==> src/rtl/fifo_rd_stream.sv <==
//==============================================================================
// Module   : fifo_rd_stream
// Brief    : Async FIFO read-side drain: issues pops, absorbs memory read
//            latency in a credit-sized buffer, presents a valid/ready stream.
// Revision : 1.0
//==============================================================================
`default_nettype none

module fifo_rd_stream #(
    parameter int  DATA_W    = 8,
    parameter int  RD_LAT    = 1,
    parameter int  CNT_W     = 16,
    localparam int BUF_DEPTH = RD_LAT + 1,
    localparam int LVL_W     = $clog2(BUF_DEPTH + 1)
) (
    input  logic              rd_clk,
    input  logic              rd_rst,
    input  logic              empty,
    input  logic [DATA_W-1:0] rd_data,
    output logic              rd_inc,
    output logic              m_valid,
    output logic [DATA_W-1:0] m_data,
    input  logic              m_ready,
    input  logic              flush,
    output logic [LVL_W-1:0]  buf_lvl,
    output logic [CNT_W-1:0]  word_cnt
);

    localparam int               PTR_W    = (BUF_DEPTH > 1) ? $clog2(BUF_DEPTH) : 1;
    localparam int               SUM_W    = $clog2(2 * BUF_DEPTH + 1);
    localparam logic [PTR_W-1:0] PTR_LAST = PTR_W'(BUF_DEPTH - 1);

    logic [DATA_W-1:0] r_mem [BUF_DEPTH];
    logic [PTR_W-1:0]  r_rd_ptr;
    logic [PTR_W-1:0]  r_wr_ptr;
    logic [LVL_W-1:0]  r_lvl;
    logic [RD_LAT-1:0] r_inflight;
    logic              r_m_valid;
    logic [DATA_W-1:0] r_m_data;
    logic [CNT_W-1:0]  r_word_cnt;

    logic              w_pop;
    logic              w_ret;
    logic              w_push;
    logic [SUM_W-1:0]  w_inflight_cnt;
    logic [SUM_W-1:0]  w_credit;
    logic [RD_LAT-1:0] w_inflight_shift;
    logic [PTR_W-1:0]  w_rd_ptr_nxt;
    logic [PTR_W-1:0]  w_wr_ptr_nxt;
    logic [LVL_W-1:0]  w_lvl_nxt;
    logic [DATA_W-1:0] w_head_nxt;

    function automatic logic [PTR_W-1:0] ptr_inc(input logic [PTR_W-1:0] p);
        return (p == PTR_LAST) ? '0 : p + PTR_W'(1);
    endfunction

    assign w_pop  = r_m_valid & m_ready;
    assign w_ret  = r_inflight[RD_LAT-1];
    assign w_push = w_ret & ~flush;

    always_comb begin
        w_inflight_cnt = '0;
        for (int i = 0; i < RD_LAT; i++) begin
            w_inflight_cnt = w_inflight_cnt + SUM_W'(r_inflight[i]);
        end
    end

    // Every outstanding read already owns a buffer slot, so the buffer cannot overflow.
    assign w_credit = SUM_W'(r_lvl) + w_inflight_cnt - SUM_W'(w_pop);
    assign rd_inc   = ~empty & ~flush & ~rd_rst & (w_credit < SUM_W'(BUF_DEPTH));

    if (RD_LAT == 1) begin : g_lat_one
        assign w_inflight_shift = rd_inc;
    end else begin : g_lat_multi
        assign w_inflight_shift = {r_inflight[RD_LAT-2:0], rd_inc};
    end

    always_comb begin
        w_rd_ptr_nxt = w_pop  ? ptr_inc(r_rd_ptr) : r_rd_ptr;
        w_wr_ptr_nxt = w_push ? ptr_inc(r_wr_ptr) : r_wr_ptr;
        w_lvl_nxt    = r_lvl + LVL_W'(w_push) - LVL_W'(w_pop);
        // When the buffer drains to its last word, the new head bypasses memory.
        w_head_nxt   = (r_lvl == LVL_W'(w_pop)) ? rd_data : r_mem[w_rd_ptr_nxt];
    end

    always_ff @(posedge rd_clk) begin
        if (w_push && !rd_rst) begin
            r_mem[r_wr_ptr] <= rd_data;
        end
    end

    always_ff @(posedge rd_clk) begin
        if (rd_rst) begin
            r_rd_ptr   <= '0;
            r_wr_ptr   <= '0;
            r_lvl      <= '0;
            r_inflight <= '0;
            r_m_valid  <= 1'b0;
            r_m_data   <= '0;
            r_word_cnt <= '0;
        end else begin
            if (w_pop) begin
                r_word_cnt <= r_word_cnt + CNT_W'(1);
            end
            if (flush) begin
                r_rd_ptr   <= '0;
                r_wr_ptr   <= '0;
                r_lvl      <= '0;
                r_inflight <= '0;
                r_m_valid  <= 1'b0;
            end else begin
                r_rd_ptr   <= w_rd_ptr_nxt;
                r_wr_ptr   <= w_wr_ptr_nxt;
                r_lvl      <= w_lvl_nxt;
                r_inflight <= w_inflight_shift;
                r_m_valid  <= (w_lvl_nxt != '0);
                if ((w_lvl_nxt != '0) && (w_pop || (r_lvl == '0))) begin
                    r_m_data <= w_head_nxt;
                end
            end
        end
    end

    a_no_overflow: assert property (@(posedge rd_clk) disable iff (rd_rst)
        !(w_push && !w_pop && (r_lvl == LVL_W'(BUF_DEPTH))));

    assign m_valid  = r_m_valid;
    assign m_data   = r_m_data;
    assign buf_lvl  = r_lvl;
    assign word_cnt = r_word_cnt;

endmodule

`default_nettype wire
==> config.mk <==
export PLATFORM = sky130hd
export DESIGN_NAME = fifo_rd_stream
export DESIGN_NICKNAME = d
export VERILOG_FILES = /design/src/rtl/fifo_rd_stream.sv
export SDC_FILE = /design/constraint.sdc
export NUM_CORES = 1
export LEC_CHECK = 0
export ABC_AREA = 1
export BUFFER_PORTS_ARGS = -buffer_cell sky130_fd_sc_hd__buf_2
export CORE_MARGIN = 5
export CORE_UTILIZATION = 40
export CTS_CLUSTER_SIZE = 16
export DETAILED_ROUTE_END_ITERATION = 12
export PLACE_DENSITY = 0.6
export SYNTH_ARGS = -nofsm -noshare
export SYNTH_HDL_FRONTEND = slang
export SYNTH_SLANG_ARGS = --single-unit
==> constraint.sdc <==
create_clock -name rd_clk -period 4.2 [get_ports rd_clk]
set_input_delay 0.63 -clock rd_clk [delete_from_list [all_inputs] [get_ports rd_clk]]
set_output_delay 0.63 -clock rd_clk [all_outputs]
set_load 0.02 [all_outputs]
* After elaboration in Yosys (flattened, before gate mapping)
Memories as Yosys holds them, arrays and structs flattened. Index checks and enable logic that the tools add are counted.
Cells by class: $add $sub $neg 7, $lt $le $gt $ge 1, equal/unequal tests 1, multiplexer cells 6, bitwise logic cells 8, reduce and logical (&&, ||, !) cells 8
Operator list (count):
- 16-bit by 1-bit adder with 16-bit output (second input constant) | 1
- 8-bit 2-to-1 mux | 1
- 1-bit AND | 5
- 1-bit 2-to-1 mux | 5
- 2-bit by 1-bit adder with 3-bit output | 1
- 3-bit by 2-bit less-than comparator with 1-bit output (second input constant) | 1
- 1-bit NOT | 3
- 3-bit by 1-bit subtractor with 3-bit output | 1
- 1-bit adder (second input constant) | 2
- 2-bit by 1-bit adder with 2-bit output | 1
- 2-bit by 1-bit == test with 1-bit output | 1
- 1-bit logical AND | 2
- 2-bit zero test | 1
- 2-bit AND reduction | 1
- 2-bit nonzero test | 1
- 2-bit OR reduction | 1
- 2-bit by 1-bit subtractor with 2-bit output | 1
- 1-bit zero test | 1
- 1-bit logical OR | 1
Word-level totals: register bits 30, RAM bits 16, word-level logic and storage cells 39, memories kept 1
Memories:
- r_mem | depth 2, bits a word 8, read ports 1, clocked after memory_dff 0, write ports 1, line 33 | logic [DATA_W-1:0] r_mem [BUF_DEPTH];

* Logic depth before layout (Yosys ltp)
Gate-level depths: netlist of run 1.
word-level depth 7, depth in mapped cells 15, depth with buffers taken out 14

* Least setup slack after synthesis of run 1
Ideal clock, no wire load.
kind input -> output, from input m_ready, to output rd_inc, arrival time 2.363 ns, data required time 3.570 ns, setup slack 1.207 ns, cell stages on the path 7, cells stage by stage nand2_4 -> buf_6 -> nor2_1 -> o21ai_0 -> fa_1 -> inv_1 -> nor4_1
On the way: longest elaborated chain between the ends 4
Ends and longest elaborated chain:
- start: declaration | line 23 | input logic m_ready,
- 1-bit AND | line 57 | assign w_pop = r_m_valid & m_ready;
- 3-bit by 1-bit subtractor with 3-bit output | line 69 | assign w_credit = SUM_W'(r_lvl) + w_inflight_cnt - SUM_W'(w_pop);
- 3-bit by 2-bit less-than comparator with 1-bit output | line 70 | assign rd_inc = ~empty & ~flush & ~rd_rst & (w_credit < SUM_W'(BUF_DEPTH));
- 1-bit AND | line 70
- end: declaration | line 20 | output logic rd_inc,
Every way passes these cells.

* Worst setup path after layout of run 1
Same ends and word-level chain as after synthesis.

==> results of run 1 <==
## worst max path at each step
stage / depth (start not counted) / to / slack, ps / from
after floorplan: 7 / rd_inc / 1210 / m_ready
after global placement: 8 / rd_inc / 1400 / m_ready
after detailed placement: 8 / rd_inc / 1370 / m_ready
after CTS: 8 / rd_inc / 1370 / m_ready
after global routing: 7 / rd_inc / 1230 / m_valid
final: 8 / rd_inc / 1380 / m_ready
## final cells by class
type | instances | area, sq um
multi-input combinational | 190 | 1010
inverter | 37 | 144
timing repair buffer | 41 | 208
sequential | 46 | 1080
clock buffer | 6 | 82.6
tap | 72 | 90.1
fill | 565 | 2830
clock inverter | 2 | 60.1
## stage by stage
stage | instances | hold slack [ps] | setup slack, ps | utilization
final | 394 | 503 | 1380 | 0.485
after global routing | 394 | 495 | 1230 | 0.485
after CTS | 394 | 493 | 1370 | 0.485
after detailed placement | 386 | 486 | 1370 | 0.459
after global placement | 386 | 484 | 1400 | 0.459
after floorplan | 277 | 490 | 1210 | -
## flip-flops by register name, summed over array words and instances (netlist names)
register	cells
r_mem	16
word_cnt	16
m_data	8
buf_lvl	2
m_valid	1
r_inflight	1
r_rd_ptr	1
r_wr_ptr	1
## power by group
group / leakage, nW / switching (mW) / total [mW] / internal, mW
Clock: 0.0714 / 0.149 / 0.402 / 0.254
Sequential: 0.387 / 0.00394 / 0.470 / 0.466
Combinational: 0.761 / 0.0419 / 0.0633 / 0.0213
## kinds of logic (layout without fill, tap and decap cells)
logic type,count (synthesis),count (layout)
buffers and inverters,41,86
AO/OA/AOI/OAI,21,21
flip-flops,46,46
AND/OR/NAND/NOR,165,165
adder cells (fa/ha/maj),3,3
XOR/XNOR,1,1
## per-layer routing
metal,up-vias,global-route usage,wire (microns)
li1,974,-,-
met1,815,0.172,2180
met2,42,0.232,2130
met3,4,0.0437,291
met4,0,0.0388,51
met5,-,0,0
## critical path, cell delays in order
cell	delay (ps)
buf_2	120
nand2_4	120
nor2_1	190
o21ai_0	150
fa_1	490
inv_1	50
nor4_1	240
buf_2	210
## cell usage in the layout, fill, tap and decap left out
master | Yosys | routed
nand2_1 | 69 | 69
nand2_4 | 4 | 4
buf_2 | 1 | 40
nor2_4 | 2 | 2
xor2_1 | 1 | 1
inv_2 | 1 | 1
nand3_2 | 4 | 4
nand4_1 | 2 | 2
a21oi_1 | 11 | 11
nand3b_1 | 9 | 9
nor2_2 | 20 | 20
and3_1 | 1 | 1
clkbuf_8 | 0 | 6
o21ai_1 | 1 | 1
nand2_2 | 5 | 5
buf_4 | 0 | 1
nand3_1 | 14 | 14
inv_1 | 34 | 34
nor3_1 | 6 | 6
fa_1 | 1 | 1
dfxtp_1 | 30 | 30
ha_1 | 2 | 2
bufinv_16 | 0 | 2
nand3_4 | 1 | 1
nor2_1 | 24 | 24
nor3b_1 | 2 | 2
inv_4 | 2 | 2
nor4_1 | 2 | 2
o21ai_0 | 7 | 7
a21o_1 | 1 | 1
edfxtp_1 | 16 | 16
a31oi_1 | 1 | 1
==> flow_summary.ini, run 1 <==
[route]
drt_iter0_drc = 46
dr.pass1.iters = 4
vias = 1835
wl_per_cell_microns = 11.8
via_per_inst = 4.66
drc_errors = 0
ant_nets = 0
finalWirelength_microns = 4650

[placement]
dp_hpwl_microns = 3380
gp_congestion = 0.798
place_area_sq_um = 2530
port_buffers = 40

[worst_hold_path]
hold_end = r_inflight
whs_path_depth = 2
holdCritPathClass = input port to flop
hp-start = empty

[cts]
cts_hold_buffers = 0
cts.sinks = 46
cts_resized = 0
cts_buffer_depth = 2
cts_made_buffers = 5
htreeDepth = 2
path_clk_slew_ps = 90
cts_tree = done
clock_latency_ps = 290
cts_root_buf = clkbuf_8
post_cts_buffers = 0

[yosys]
yosysSeqAreaShare = 0.476
netlist_top_cells_area = dfxtp_1 (26%), edfxtp_1 (21%), nand2_1 (11%)
yosysTopAreaCellShare = 0.264
synthXorXnorAreaFrac = 0.00385
synth-seq-cells = 46
yosysMostFrequentCell = nand2_1
synth_commonest_cells = nand2_1 (69), inv_1 (34), dfxtp_1 (30)
synth_top_family_by_area = simple AND/OR/NAND/NOR gates
synthCells = 277
synth_top_area_cell = dfxtp_1
synth_compound_area_frac = 0.0479
synth-async-reset-ratio = 0
synth.avg_cell_area_sq_um = 8.20
synthMuxAreaShare = 0
yosys_warnings = 0
synth-edff-count = 16
synthAdderAreaFrac = 0.0198
synth_nets = 293
synth.distinct_cells = 32
yosys.area_share.simple = 0.372
synthFlopType = dfxtp_1
synth_area_sq_um = 2270

[pwr]
powerDensity_nw_per_um2 = 350
leakagePower_nw = 1.22
fin_total_pwr_uw = 936
irDropWorstVdd_v = 0.000182

[timing]
post-route-period-util = 0.672
tightest_slew_ps = 701
fin_skew_ps = 2.35
max_slew_margin = 0.531
setup_violations = 0
finalSetupTns_ps = 0
drv_slew = 0
hold_viol_final = 0
fmax_mhz = 354
rsz0062_at_grt = no
period_minus_slack_ps = 2820

[floorplan]
die_h_microns = 85.4
dieArea_sq_um = 7290
core_sq_um = 5510
fp.dieW_microns = 85.4
fp-row-count = 27
initial_core_util = 0.413
io_pins = 41

[worst_setup_path]
r2r-end = m_data[0]
worst_setup_path_end_kind = output pin
crit_type = input port to output pin
crit_arrival_ps = 2190
required_ps = 3570
regToRegSetupSlack_ps = 2290
start_kind = input port
cp_max_fo = 12
r2r_start = m_valid
r2r_cells = 14

[job]
cap_violations = 0

[grt]
grt-ovfl-total = 0
first_global_vias = 1819
grt_pass1_wl_microns = 8270
grt_max_degree = 21
gr-usage-all-layers = 0.139
antenna_found_initial = 0

[final_layout]
design_area_sq_um = 2670
area_growth_pct = 17.6
drive_above_1_share = 0.273
antenna_cells = 0
finalNetCount = 337

[run_status]
status = finished clean
No activity file was read; power rests on OpenSTA's default activity.
==> run 2: changes to the inputs <==
--- a/config.mk
+++ b/config.mk
@@ -5,13 +5,13 @@
 export SDC_FILE = /design/constraint.sdc
 export NUM_CORES = 1
 export LEC_CHECK = 0
-export ABC_AREA = 1
+export ABC_AREA = 0
 export BUFFER_PORTS_ARGS = -buffer_cell sky130_fd_sc_hd__buf_2
 export CORE_MARGIN = 5
 export CORE_UTILIZATION = 40
 export CTS_CLUSTER_SIZE = 16
 export DETAILED_ROUTE_END_ITERATION = 12
-export PLACE_DENSITY = 0.6
+export PLACE_DENSITY = 0.63
 export SYNTH_ARGS = -nofsm -noshare
 export SYNTH_HDL_FRONTEND = slang
 export SYNTH_SLANG_ARGS = --single-unit
==> constraint.sdc (replaced) <==
create_clock -name rd_clk -period 2.4 [get_ports rd_clk]
set_input_delay 0.36 -clock rd_clk [delete_from_list [all_inputs] [get_ports rd_clk]]
set_output_delay 0.36 -clock rd_clk [all_outputs]
set_load 0.02 [all_outputs]
==> run 2 against run 1 <==
- worst setup slack got worse by 1200 ps
- highest routed layer unchanged
- design area decreased by 3.5%
- synthesized area down 4.5%
- final cell count fell by 17%
- die area fell by 3.9%
- combinational power is 52% higher
- first-iteration DRC count increased by 96%
- utilization is 1.0 points higher
- critical path depth down 2
- total power is 60% higher
==> flow_summary.ini, run 2 <==
[run_status]
status = finished clean

[job]
cap_violations = 0

[yosys]
yosysTopAreaCellShare = 0.277
yosysSeqAreaShare = 0.498
synth.avg_cell_area_sq_um = 10.2
synth-edff-count = 16
synthCells = 212
synth_top_area_cell = dfxtp_1
synth_nets = 228
yosys_warnings = 0
synth.distinct_cells = 38
synth_area_sq_um = 2170
netlist_top_cells_area = dfxtp_1 (28%), edfxtp_1 (22%), xnor2_1 (4.4%)
synth_commonest_cells = dfxtp_1 (30), nor2_1 (23), edfxtp_1 (16)
yosysMostFrequentCell = dfxtp_1
synthFlopType = dfxtp_1
synth-async-reset-ratio = 0
synth-seq-cells = 46

[worst_setup_path]
required_ps = 2040
cp_max_fo = 7
crit_arrival_ps = 1870
crit_type = flop to output pin
worst_setup_path_end_kind = output pin
start_kind = flop

[final_layout]
finalNetCount = 271
area_growth_pct = 18.8
multiInputGateArea_sq_um = 1040
instances_no_fill = 326
mostFrequentLayoutCells = buf_2 (39), dfxtp_1 (29), nor2_1 (23)
n_fill_cell = 512
register_area_sq_um = 1080
antenna_cells = 0
drive_above_1_share = 0.262
layout_commonest_cell = buf_2

[cts]
cts_made_buffers = 5
cts_root_buf = clkbuf_8
cts_buffer_depth = 2
cts_tree = done
path_clk_slew_ps = 90
cts.sinks = 46
htreeDepth = 2
clock_latency_ps = 300

[timing]
fin_skew_ps = 4.89
rsz0062_at_grt = no
period_minus_slack_ps = 2230
post-route-period-util = 0.931
tightest_slew_ps = 453
max_slew_margin = 0.697
hold_viol_final = 0
drv_slew = 0
fmax_mhz = 448
hold_ws_ps = 262
finalSetupTns_ps = 0
setup_violations = 0

[floorplan]
fp.dieW_microns = 83.7
io_pins = 41
initial_core_util = 0.417
core_sq_um = 5200
dieArea_sq_um = 7000
die_h_microns = 83.7
fp-row-count = 26

[pwr]
intPower_mw = 1.16
leakagePower_nw = 1.06
swShare = 0.222
irDropWorstVdd_v = 0.000451
p_seq_frac = 0.547
powerDensity_nw_per_um2 = 580
power_switching_uw = 332
p_clk_frac = 0.389
combPwrFrac = 0.064

[grt]
grtUsageMet2 = 0.217
gr-usage-all-layers = 0.135
top_usage_layer = met2
grt_max_degree = 34
first_global_vias = 1602
grt.met3_usage = 0.0346
grt-ovfl-total = 0
globalRouteMet1Util = 0.172
grt_pass1_wl_microns = 7690
antenna_found_initial = 0

[route]
drt_iter0_drc = 90
finalWirelength_microns = 4500
dr.pass1.iters = 4
vias = 1638
via_per_inst = 5.02
drc_errors = 0
wl_per_cell_microns = 13.8
ant_nets = 0

[placement]
port_buffers = 40
dp_hpwl_microns = 3180
dp.cells = 317
gp_congestion = 0.727

[worst_hold_path]
holdCritPathClass = input port to flop
## run 2: cell count changes after synthesis, sizes merged, moves of 7 or more
cell and change:
nor2 -23, nand2b +11, a21boi +8, nand3b -7, and3 +8, o31ai +9, clkbuf +9, inv -37
a31oi +7, nand3 -14, mux2i +8, nand2 -65, xnor2 +11
## run 2: layer usage
layer  share of wire  vias to the layer above
met3           0.049                        5
met4           0.013                        0
met1            0.48                      751
li1                -                      848
met2            0.46                       34
met5               0                        -
## run 2: worst max-delay path, stage by stage, from the launching register on
cell and delay [ps]:
dfxtp_4 380, nand2_2 90, xnor2_2 150, nand2_1 80, fa_2 530, and4b_1 200, buf_4 140
## run 2: final cells by class
| type | instances | share of cell area |
|---|---|---|
| clock buffers | 5 | 0.0267 |
| clock inverters | 3 | 0.0170 |
| multi-input cells | 155 | 0.403 |
| flip-flops and latches | 46 | 0.420 |
| well taps | 70 | 0.0339 |
| repair buffers | 47 | 0.0989 |
## run 2: cell families (layout without fill, tap and decap cells)
group / Yosys count / count (layout) / synth area share
simple gates: 88 / 88 / 0.221
flops: 46 / 46 / 0.498
compound gates: 39 / 39 / 0.126
xor+xnor: 17 / 17 / 0.0686
buf+inv: 11 / 55 / 0.0288
mux: 8 / 8 / 0.0369
fa+ha+maj: 3 / 3 / 0.0207
## run 2: path summary, 6_finish.rpt
| check | start | endpoint | slack (ps) | cells past startpoint |
|---|---|---|---|---|
| setup / recovery | m_valid | rd_inc | 170 | 6 |
| hold / removal | rd_data[0] | r_mem[1][0] | 260 | 1 |
| hold reg to reg | m_data[2] | m_data[2] | 480 | 2 |
| setup reg to reg | r_inflight | m_data[3] | 440 | 8 |
## run 2: per-stage QoR
stage                     total power, mW  worst slack, ps  area (sq um)  utilization
after CTS                            1.52             20.4          2550        0.491
after detailed placement            0.933              219          2440        0.469
after floorplan                     0.899              203          2170            -
after global placement              0.931              254          2440        0.469
final                                1.50              166          2580        0.496
after global routing                 1.56             31.2          2580        0.496
## run 2: timing repair
| item | 4_1_cts | 5_1_grt |
|---|---|---|
| hold buffers | 0 | 0 |
| pin swaps | 0 | 3 |
| endpoints found under the hold margin | 0 | 0 |
| buffers inserted | 0 | 1 |
| resized for setup | 1 | 5 |
| setup endpoints to repair | 1 | 1 |
## run 2: power groups by stage
stage | clock network [mW] | registers (mW) | logic [mW]
2_1_floorplan | 0 | 0.843 | 0.0561
5_1_grt | 0.639 | 0.820 | 0.106
6_report | 0.582 | 0.818 | 0.0963
3_3_place_gp | 0 | 0.838 | 0.0937
3_5_place_dp | 0 | 0.838 | 0.0951
4_1_cts | 0.606 | 0.820 | 0.0954
